### config.mk
export PLATFORM = sky130hd
export DESIGN_NAME = lab_display_driver
export DESIGN_NICKNAME = d
export VERILOG_FILES = /design/src/rtl/lab_display_driver.sv
export SDC_FILE = /design/constraint.sdc
export NUM_CORES = 1
export LEC_CHECK = 0
export CORE_MARGIN = 3
export CORE_UTILIZATION = 50
export DETAILED_ROUTE_END_ITERATION = 6
export GPL_ROUTABILITY_DRIVEN = 0
export GPL_TIMING_DRIVEN = 0
export HOLD_SLACK_MARGIN = 0.06
export PLACE_DENSITY = 0.72
export SYNTH_ARGS = -nofsm -noshare
export SYNTH_HDL_FRONTEND = slang
export SYNTH_SLANG_ARGS = --single-unit
export TNS_END_PERCENT = 20
### constraint.sdc
create_clock -name clk_50M -period 8 [get_ports clk_50M]
set_input_delay 1.6 -clock clk_50M [delete_from_list [all_inputs] [get_ports clk_50M]]
set_output_delay 1.6 -clock clk_50M [all_outputs]
set_load 0.05 [all_outputs]
### src/rtl/lab_display_driver.sv
// Multiplexed common-anode 7-segment driver with frame-boundary double buffering.
// A CPU write is held pending and only committed to the display at the end of a scan frame.
module lab_display_driver #(
    parameter int NUM_DIGITS = 8,
    parameter int SCAN_DIV   = 50000,
    parameter bit LZ_BLANK   = 1'b1
) (
    input  logic                    clk_50M,
    input  logic                    rst_n,
    input  logic                    wr_en,
    input  logic [4*NUM_DIGITS-1:0] wr_data,
    input  logic                    disp_en,
    output logic                    wr_ack,
    output logic [NUM_DIGITS-1:0]   an,
    output logic [6:0]              seg
);

    localparam int IDX_W = (NUM_DIGITS > 1) ? $clog2(NUM_DIGITS) : 1;
    localparam int DIV_W = $clog2(SCAN_DIV);
    localparam logic [IDX_W-1:0] IDX_LAST = IDX_W'(NUM_DIGITS - 1);
    localparam logic [IDX_W-1:0] IDX_ONE  = IDX_W'(1);
    localparam logic [DIV_W-1:0] DIV_LAST = DIV_W'(SCAN_DIV - 1);
    localparam logic [DIV_W-1:0] DIV_ONE  = DIV_W'(1);

    logic [DIV_W-1:0]        div_cnt_r;
    logic [IDX_W-1:0]        idx_r;
    logic [4*NUM_DIGITS-1:0] disp_reg_r;
    logic [4*NUM_DIGITS-1:0] pend_reg_r;
    logic                    pend_vld_r;
    logic                    wr_ack_r;
    logic [NUM_DIGITS-1:0]   an_r;
    logic [6:0]              seg_r;

    logic                    tick_s;
    logic                    frame_end_s;
    logic [3:0]              nib_s;
    logic                    upper_nz_s;
    logic                    blank_s;
    logic [NUM_DIGITS-1:0]   an_nxt_s;
    logic [6:0]              seg_nxt_s;

    function automatic logic [6:0] hex_to_seg(input logic [3:0] nib);
        logic [6:0] s;
        case (nib)
            4'h0:    s = 7'h40;
            4'h1:    s = 7'h79;
            4'h2:    s = 7'h24;
            4'h3:    s = 7'h30;
            4'h4:    s = 7'h19;
            4'h5:    s = 7'h12;
            4'h6:    s = 7'h02;
            4'h7:    s = 7'h78;
            4'h8:    s = 7'h00;
            4'h9:    s = 7'h10;
            4'hA:    s = 7'h08;
            4'hB:    s = 7'h03;
            4'hC:    s = 7'h46;
            4'hD:    s = 7'h21;
            4'hE:    s = 7'h06;
            4'hF:    s = 7'h0E;
            default: s = 7'h7F;
        endcase
        return s;
    endfunction

    // Scan timing, current nibble and leading-zero blanking of the digit being scanned
    always_comb begin
        tick_s      = (div_cnt_r == DIV_LAST);
        frame_end_s = tick_s && (idx_r == IDX_LAST);
        nib_s       = 4'h0;
        upper_nz_s  = 1'b0;
        for (int k = 0; k < NUM_DIGITS; k++) begin
            nib_s      = nib_s | ((int'(idx_r) == k) ? disp_reg_r[4*k +: 4] : 4'h0);
            upper_nz_s = upper_nz_s | ((k >= int'(idx_r)) && (disp_reg_r[4*k +: 4] != 4'h0));
        end
        blank_s = LZ_BLANK && (idx_r != {IDX_W{1'b0}}) && !upper_nz_s;
        if (disp_en && !blank_s) begin
            an_nxt_s  = ~(NUM_DIGITS'(1'b1) << idx_r);
            seg_nxt_s = hex_to_seg(nib_s);
        end else begin
            an_nxt_s  = {NUM_DIGITS{1'b1}};
            seg_nxt_s = 7'h7F;
        end
    end

    // Digit-period divider and digit index
    always_ff @(posedge clk_50M) begin
        if (!rst_n) begin
            div_cnt_r <= {DIV_W{1'b0}};
            idx_r     <= {IDX_W{1'b0}};
        end else if (tick_s) begin
            div_cnt_r <= {DIV_W{1'b0}};
            idx_r     <= (idx_r == IDX_LAST) ? {IDX_W{1'b0}} : idx_r + IDX_ONE;
        end else begin
            div_cnt_r <= div_cnt_r + DIV_ONE;
            idx_r     <= idx_r;
        end
    end

    // Write buffer: a strobe landing on the frame_end cycle wins over an older pending value
    always_ff @(posedge clk_50M) begin
        if (!rst_n) begin
            disp_reg_r <= {(4*NUM_DIGITS){1'b0}};
            pend_reg_r <= {(4*NUM_DIGITS){1'b0}};
            pend_vld_r <= 1'b0;
            wr_ack_r   <= 1'b0;
        end else if (frame_end_s && wr_en) begin
            disp_reg_r <= wr_data;
            pend_vld_r <= 1'b0;
            wr_ack_r   <= 1'b1;
        end else if (frame_end_s && pend_vld_r) begin
            disp_reg_r <= pend_reg_r;
            pend_vld_r <= 1'b0;
            wr_ack_r   <= 1'b1;
        end else if (wr_en) begin
            pend_reg_r <= wr_data;
            pend_vld_r <= 1'b1;
            wr_ack_r   <= 1'b0;
        end else begin
            wr_ack_r   <= 1'b0;
        end
    end

    // Registered anode/segment drive
    always_ff @(posedge clk_50M) begin
        if (!rst_n) begin
            an_r  <= {NUM_DIGITS{1'b1}};
            seg_r <= 7'h7F;
        end else begin
            an_r  <= an_nxt_s;
            seg_r <= seg_nxt_s;
        end
    end

    assign wr_ack = wr_ack_r;
    assign an     = an_r;
    assign seg    = seg_r;

endmodule
==> flow_summary.ini <==
[sta]
drv_slew = 0
max_slew.worst_pin.slew_ns = 0.987
relSlewSlack_pct = 34.2
skew_ns = 0.00989
min_period_over_period_pct = 42.9
hold_viol = 0
setup_viol = 0
rsz0062_at_grt = false
period_needed_ns = 3.43
max_clock_freq_ghz = 0.291
tns_ns = 0

[critical_path]
cp-endpoint = seg[0]$_SDFF_PN1_
end_kind = flop
startpoint = idx_r[1]$_SDFFE_PN0N_
arrival_ns = 3.71
cp_cell_sequence = inv_1 -> ha_1 -> clkbuf_1 -> a222oi_1 -> nand2_1 -> a222oi_1 -> inv_1 -> ha_1 -> or3b_1 -> a21o_1
reg2reg_slack_ns = 4.57
crit_required_ns = 8.27
path_class = reg2reg
crit_path_start_kind = flop
timing.rr.end = seg[0]$_SDFF_PN1_
timing.rr.start = idx_r[1]$_SDFFE_PN0N_
cp_slowest_cell = a222oi_1
worst-path-max-fanout = 10
ff2ff_path_depth = 10
slowest_delay_ns = 0.85

[final_layout]
layout.area.seq_mm2 = 0.00200
multi_input_area_mm2 = 0.00262
final_area_mm2 = 0.00591
nNetsFinal = 738
drive_gt1_share_pct = 5.18
areaGrowthSynthToFinish_pct = 18.6
fin_cells = 824
nFillCells = 859
antenna_cells = 0

[synth]
netlist_area_mm2 = 0.00498
yosysWarnings = 0
syn-num-nets = 677
ys_seq_area_share_pct = 40.2
synthFlopType = dfxtp_1
synthCells = 629
synth_edf_count = 0
syn_area_per_cell_um2 = 7.92
yosysUniqueCellTypes = 52
yosys_register_bits = 100
synthArstFlopShare_pct = 0

[clock_tree]
postCtsHoldBufs = 0
cts_tree = done
cts.sinks = 100
path_clk_slew_ns = 0.10
cts_resized = 0
cts_setup_buffers = 0
cts_buffers = 9
cts_buffer_depth = 2
clk_latency_ns = 0.37
htree_levels = 3
root_buffer = clkbuf_8

[placement]
hpwl_um = 10000
dpl_cell_area_mm2 = 0.00564
placedCellCount = 808
io_buffers = 50

[drt]
first_pass_iters = 6
drt_iter0_markers = 315
wl_per_cell_um = 16.5
ant_nets = 0
wl_um = 13600
via_count = 4850
route.detailed.drc = 0
viasPerCell = 5.89

[floorplanning]
dieWidth_um = 106
die_area_mm2 = 0.0112
num_io_pins = 52
die_y_um = 106
core_area_mm2 = 0.00946
start_util_pct = 52.7
num_rows = 35

[grt]
grt_usage_pct = 25.1
grt_pass1_vias = 4801
grt_pass1_wl_um = 23000
grt_max_degree = 17
grt_antenna_before_repair = 0
grt_overflow = 0

[min_path]
min_from = pend_reg_r[17]$_SDFFE_PN0P_
holdCritPathClass = reg2reg

[outcome]
status = finished, final reports clean

[job]
cap_violations = 0

[power_and_ir_drop]
p_leak_nw = 2.22
vdd_drop_max_mv = 0.0979
power.density_mw_per_mm2 = 175
==> critical path: cells and delay by family, from the launching register on <==
family / cells / cell delay (ns)
simple gates: 2 / 0.47
buf+inv: 3 / 0.53
compound gates: 3 / 1.38
fa+ha+maj: 2 / 0.46
flops: 1 / 0.48
==> layout make-up <==
type	count	area share (%)
clock inverters	7	2.35
inverters	43	2.73
well taps	129	2.73
clock buffers	9	2.10
multi-input cells	437	44.3
flip-flops and latches	100	33.9
plain buffers	49	3.41
repair buffers	50	8.47
==> power by group <==
group	switching [mW]	total (mW)	internal, mW
Clock	0.182	0.421	0.239
Combinational	0.0582	0.0996	0.0414
Sequential	0.00597	0.516	0.510
Total	0.246	1.04	0.790
==> synthesized netlist by cell type, types with 3 or more instances <==
| library cell | count | area (µm²) |
|---|---|---|
| a211oi_1 | 26 | 195 |
| a21boi_0 | 16 | 120 |
| a21boi_1 | 17 | 128 |
| a21o_1 | 3 | 22.5 |
| a21oi_1 | 3 | 15.0 |
| a222oi_1 | 6 | 60.1 |
| a22o_1 | 4 | 35.0 |
| a31oi_1 | 10 | 62.6 |
| a41oi_1 | 24 | 210 |
| and2_1 | 3 | 18.8 |
| and3_1 | 3 | 18.8 |
| buf_2 | 8 | 40.0 |
| clkbuf_1 | 39 | 146 |
| dfxtp_1 | 100 | 2000 |
| ha_1 | 12 | 150 |
| inv_1 | 43 | 161 |
| mux2i_1 | 3 | 30.0 |
| nand2_1 | 83 | 312 |
| nand3_1 | 13 | 65.1 |
| nor2_1 | 104 | 390 |
| nor2b_1 | 3 | 18.8 |
| nor3_1 | 8 | 40.0 |
| nor4_1 | 6 | 37.5 |
| o21a_1 | 9 | 67.6 |
| o21ai_0 | 19 | 95.1 |
| o21ai_1 | 9 | 45.0 |
| o221a_2 | 8 | 90.1 |
| o221ai_1 | 4 | 35.0 |
| xnor2_1 | 6 | 52.6 |
| xor2_1 | 8 | 70.1 |
==> cell families (layout without fill, tap and decap cells) <==
kind of cell             after synthesis  in the layout  share of synthesized area [%]
multiplexers                           4              4                          0.829
flip-flops                           100            100                           40.2
XOR/XNOR                              14             14                           2.46
AND/OR/NAND/NOR                      233            233                           19.7
AO/OA/AOI/OAI                        174            174                           26.5
buffers and inverters                 92            158                           7.28
adder cells (fa/ha/maj)               12             12                           3.01
==> worst min path at each step <==
stage / to / slack [ns] / cells after the start
after floorplan: div_cnt_r[0]$_SDFF_PP0_ / 0.43 / 1
after global placement: div_cnt_r[0]$_SDFF_PP0_ / 0.44 / 1
after detailed placement: pend_reg_r[21]$_SDFFE_PN0P_ / 0.45 / 2
after CTS: pend_reg_r[21]$_SDFFE_PN0P_ / 0.46 / 2
after global routing: pend_reg_r[21]$_SDFFE_PN0P_ / 0.47 / 2
final: pend_reg_r[17]$_SDFFE_PN0P_ / 0.46 / 2
==> cell usage in the layout, fill, tap and decap left out, types with 9 or more instances in the layout <==
| cell type | Yosys | layout |
|---|---|---|
| a211oi_1 | 26 | 26 |
| a21boi_0 | 16 | 16 |
| a21boi_1 | 17 | 17 |
| a31oi_1 | 10 | 10 |
| a41oi_1 | 24 | 24 |
| clkbuf_1 | 39 | 39 |
| clkbuf_8 | 0 | 9 |
| clkdlybuf4s50_1 | 0 | 50 |
| dfxtp_1 | 100 | 100 |
| ha_1 | 12 | 12 |
| inv_1 | 43 | 43 |
| nand2_1 | 83 | 83 |
| nand3_1 | 13 | 13 |
| nor2_1 | 104 | 104 |
| o21a_1 | 9 | 9 |
| o21ai_0 | 19 | 19 |
| o21ai_1 | 9 | 9 |
==> metal layers <==
layer | up-vias | wire (µm) | GRT usage (%)
met5 | - | 0 | 0
met4 | 0 | 344 | 11.9
met3 | 31 | 883 | 3.55
met2 | 218 | 6490 | 40.1
met1 | 2277 | 5890 | 33.2
li1 | 2324 | - | -
==> registers in the layout, indices dropped and copies added (netlist names) <==
signal / count
div_cnt_r: 16
seg: 7
disp_reg_r: 32
an: 8
idx_r: 3
wr_ack: 1
pend_reg_r: 32
pend_vld_r: 1
==> through the flow <==
| stage | hold WS, ns | power (mW) | setup slack (ns) | util [%] |
|---|---|---|---|---|
| floorplan | 0.430 | 0.584 | 5.21 | - |
| global route | 0.473 | 1.08 | 4.34 | 62.4 |
| detailed placement | 0.447 | 0.626 | 4.50 | 59.7 |
| global placement | 0.440 | 0.623 | 4.54 | 59.7 |
| CTS | 0.460 | 1.04 | 4.65 | 62.4 |
| finish | 0.459 | 1.04 | 4.57 | 62.4 |
(Power assumes the default switching activity.)
==> RTL edit (same settings) <==
Make the reset (`rst_n`) asynchronous in 3 clocked blocks.
--- a/src/rtl/lab_display_driver.sv
+++ b/src/rtl/lab_display_driver.sv
@@ -86,3 +86,3 @@
     // Digit-period divider and digit index
-    always_ff @(posedge clk_50M) begin
+    always_ff @(posedge clk_50M or negedge rst_n) begin
         if (!rst_n) begin
@@ -100,3 +100,3 @@
     // Write buffer: a strobe landing on the frame_end cycle wins over an older pending value
-    always_ff @(posedge clk_50M) begin
+    always_ff @(posedge clk_50M or negedge rst_n) begin
         if (!rst_n) begin
@@ -124,3 +124,3 @@
     // Registered anode/segment drive
-    always_ff @(posedge clk_50M) begin
+    always_ff @(posedge clk_50M or negedge rst_n) begin
         if (!rst_n) begin
Behaviour: differs if rst_n is asserted again (counterexample within 4 cycles, from zero or initial values and one cycle with rst_n low); with rst_n held inactive, the same outputs for 10 cycles.
==> RTL edit against the unedited design <==
  * Total power down 13%
  * Die area down 7.9%
  * Synthesized area decreased by 8.4%
  * Highest routed layer unchanged
  * Sequential power is 3% higher
  * Largest power group unchanged
  * Register-to-register slack improved by 0.35 ns
  * Clock power shrank 30%
  * Sequential cell count is the same
  * Hold slack improved by 0.029 ns
  * Setup slack gained 0.17 ns
  * Wire length fell by 31%
  * Final area shrank 8.4%
==> RTL edit: results (changes against the unedited design) <==
| Metric | Value |
|---|---|
| Status | completed |
| Setup Skew | 0.01356 ns (+0.003672 ns) |
| Leak pwr | 0.002262 uW (+2.0%) |
| Filler Cell Count | 732 (-15%) |
| M2 GR Usage | 0.3144 (-0.08680) |
| Main synth FF type | dfrtp_1 |
| Internal power | 687.8 uW (-13%) |
| Critical R2R Launch | idx_r[0]$_DFFE_PN0N_ |
| R2R setup slack | 4.92 ns (+0.35 ns) |
| CP arrival | 1.66 ns (-2.05 ns) |
| Crit path max fanout | 1 (-9) |
| CP endpoint | an[5] |
| Power Sequential | 533 uW (+3%) |
| DRT Wirelength | 9377 um (-31%) |
| Synth Area in Adders | 0.03565 (+0.005510) |
| CORE AREA | 8806 sq um (-6.9%) |
| First-pass DRT Iterations | 5 (-1) |
| Clock Buffer Count | 12 (+3) |
| Global-route wire length before repair | 16100 um (-30%) |
| Worst Tran Pin Value | 0.9127 ns (-0.07439 ns) |
| Crit path launch | an[5]$_DFF_PN1_ |
| Post-Route M1 WL | 4282 um (-27%) |
| Count of multi-input gates | 270 (-38%) |
| Vias in the first global route | 3414 (-29%) |
| Hold EP | div_cnt_r[0]$_DFF_PN0_ |
| DP Area | 5234 sq um (-7.3%) |
| Syn nets | 453 (-33%) |
| Plain + repair buffers | 78 (-21%) |
| Met3 wire len | 454 um (-49%) |
| Inverter count | 8 (-81%) |
| Layout Nets | 516 (-30%) |
| Footprint of the multi-input gates | 1871 sq um (-29%) |
| Largest net degree at the start of global routing | 52 (+35) |
| Non-clk buf share | 0.1251 (+0.006227) |
## RTL edit: cell count changes after synthesis, moves of 25 or more
cell,before,now
nand2_1,83,45
a211oi_1,26,1
inv_1,43,8
dfxtp_1,100,0
o22ai_1,0,32
dfrtp_1,0,85
nor2_1,104,12
mux2_1,0,30
clkbuf_1,39,11
## RTL edit: per-stage QoR
step | power, uW | hold slack (ns) | util | instances | worst slack (ns)
after floorplan | 577.6 | 0.4479 | - | 404 | 5.603
after global placement | 617.2 | 0.4739 | 0.5915 | 563 | 1.739
after detailed placement | 621.4 | 0.4805 | 0.5943 | 564 | 4.872
after CTS | 913.6 | 0.4925 | 0.6147 | 580 | 4.717
after global routing | 942.9 | 0.5151 | 0.6147 | 580 | 4.682
final | 906.2 | 0.4877 | 0.6147 | 580 | 4.736
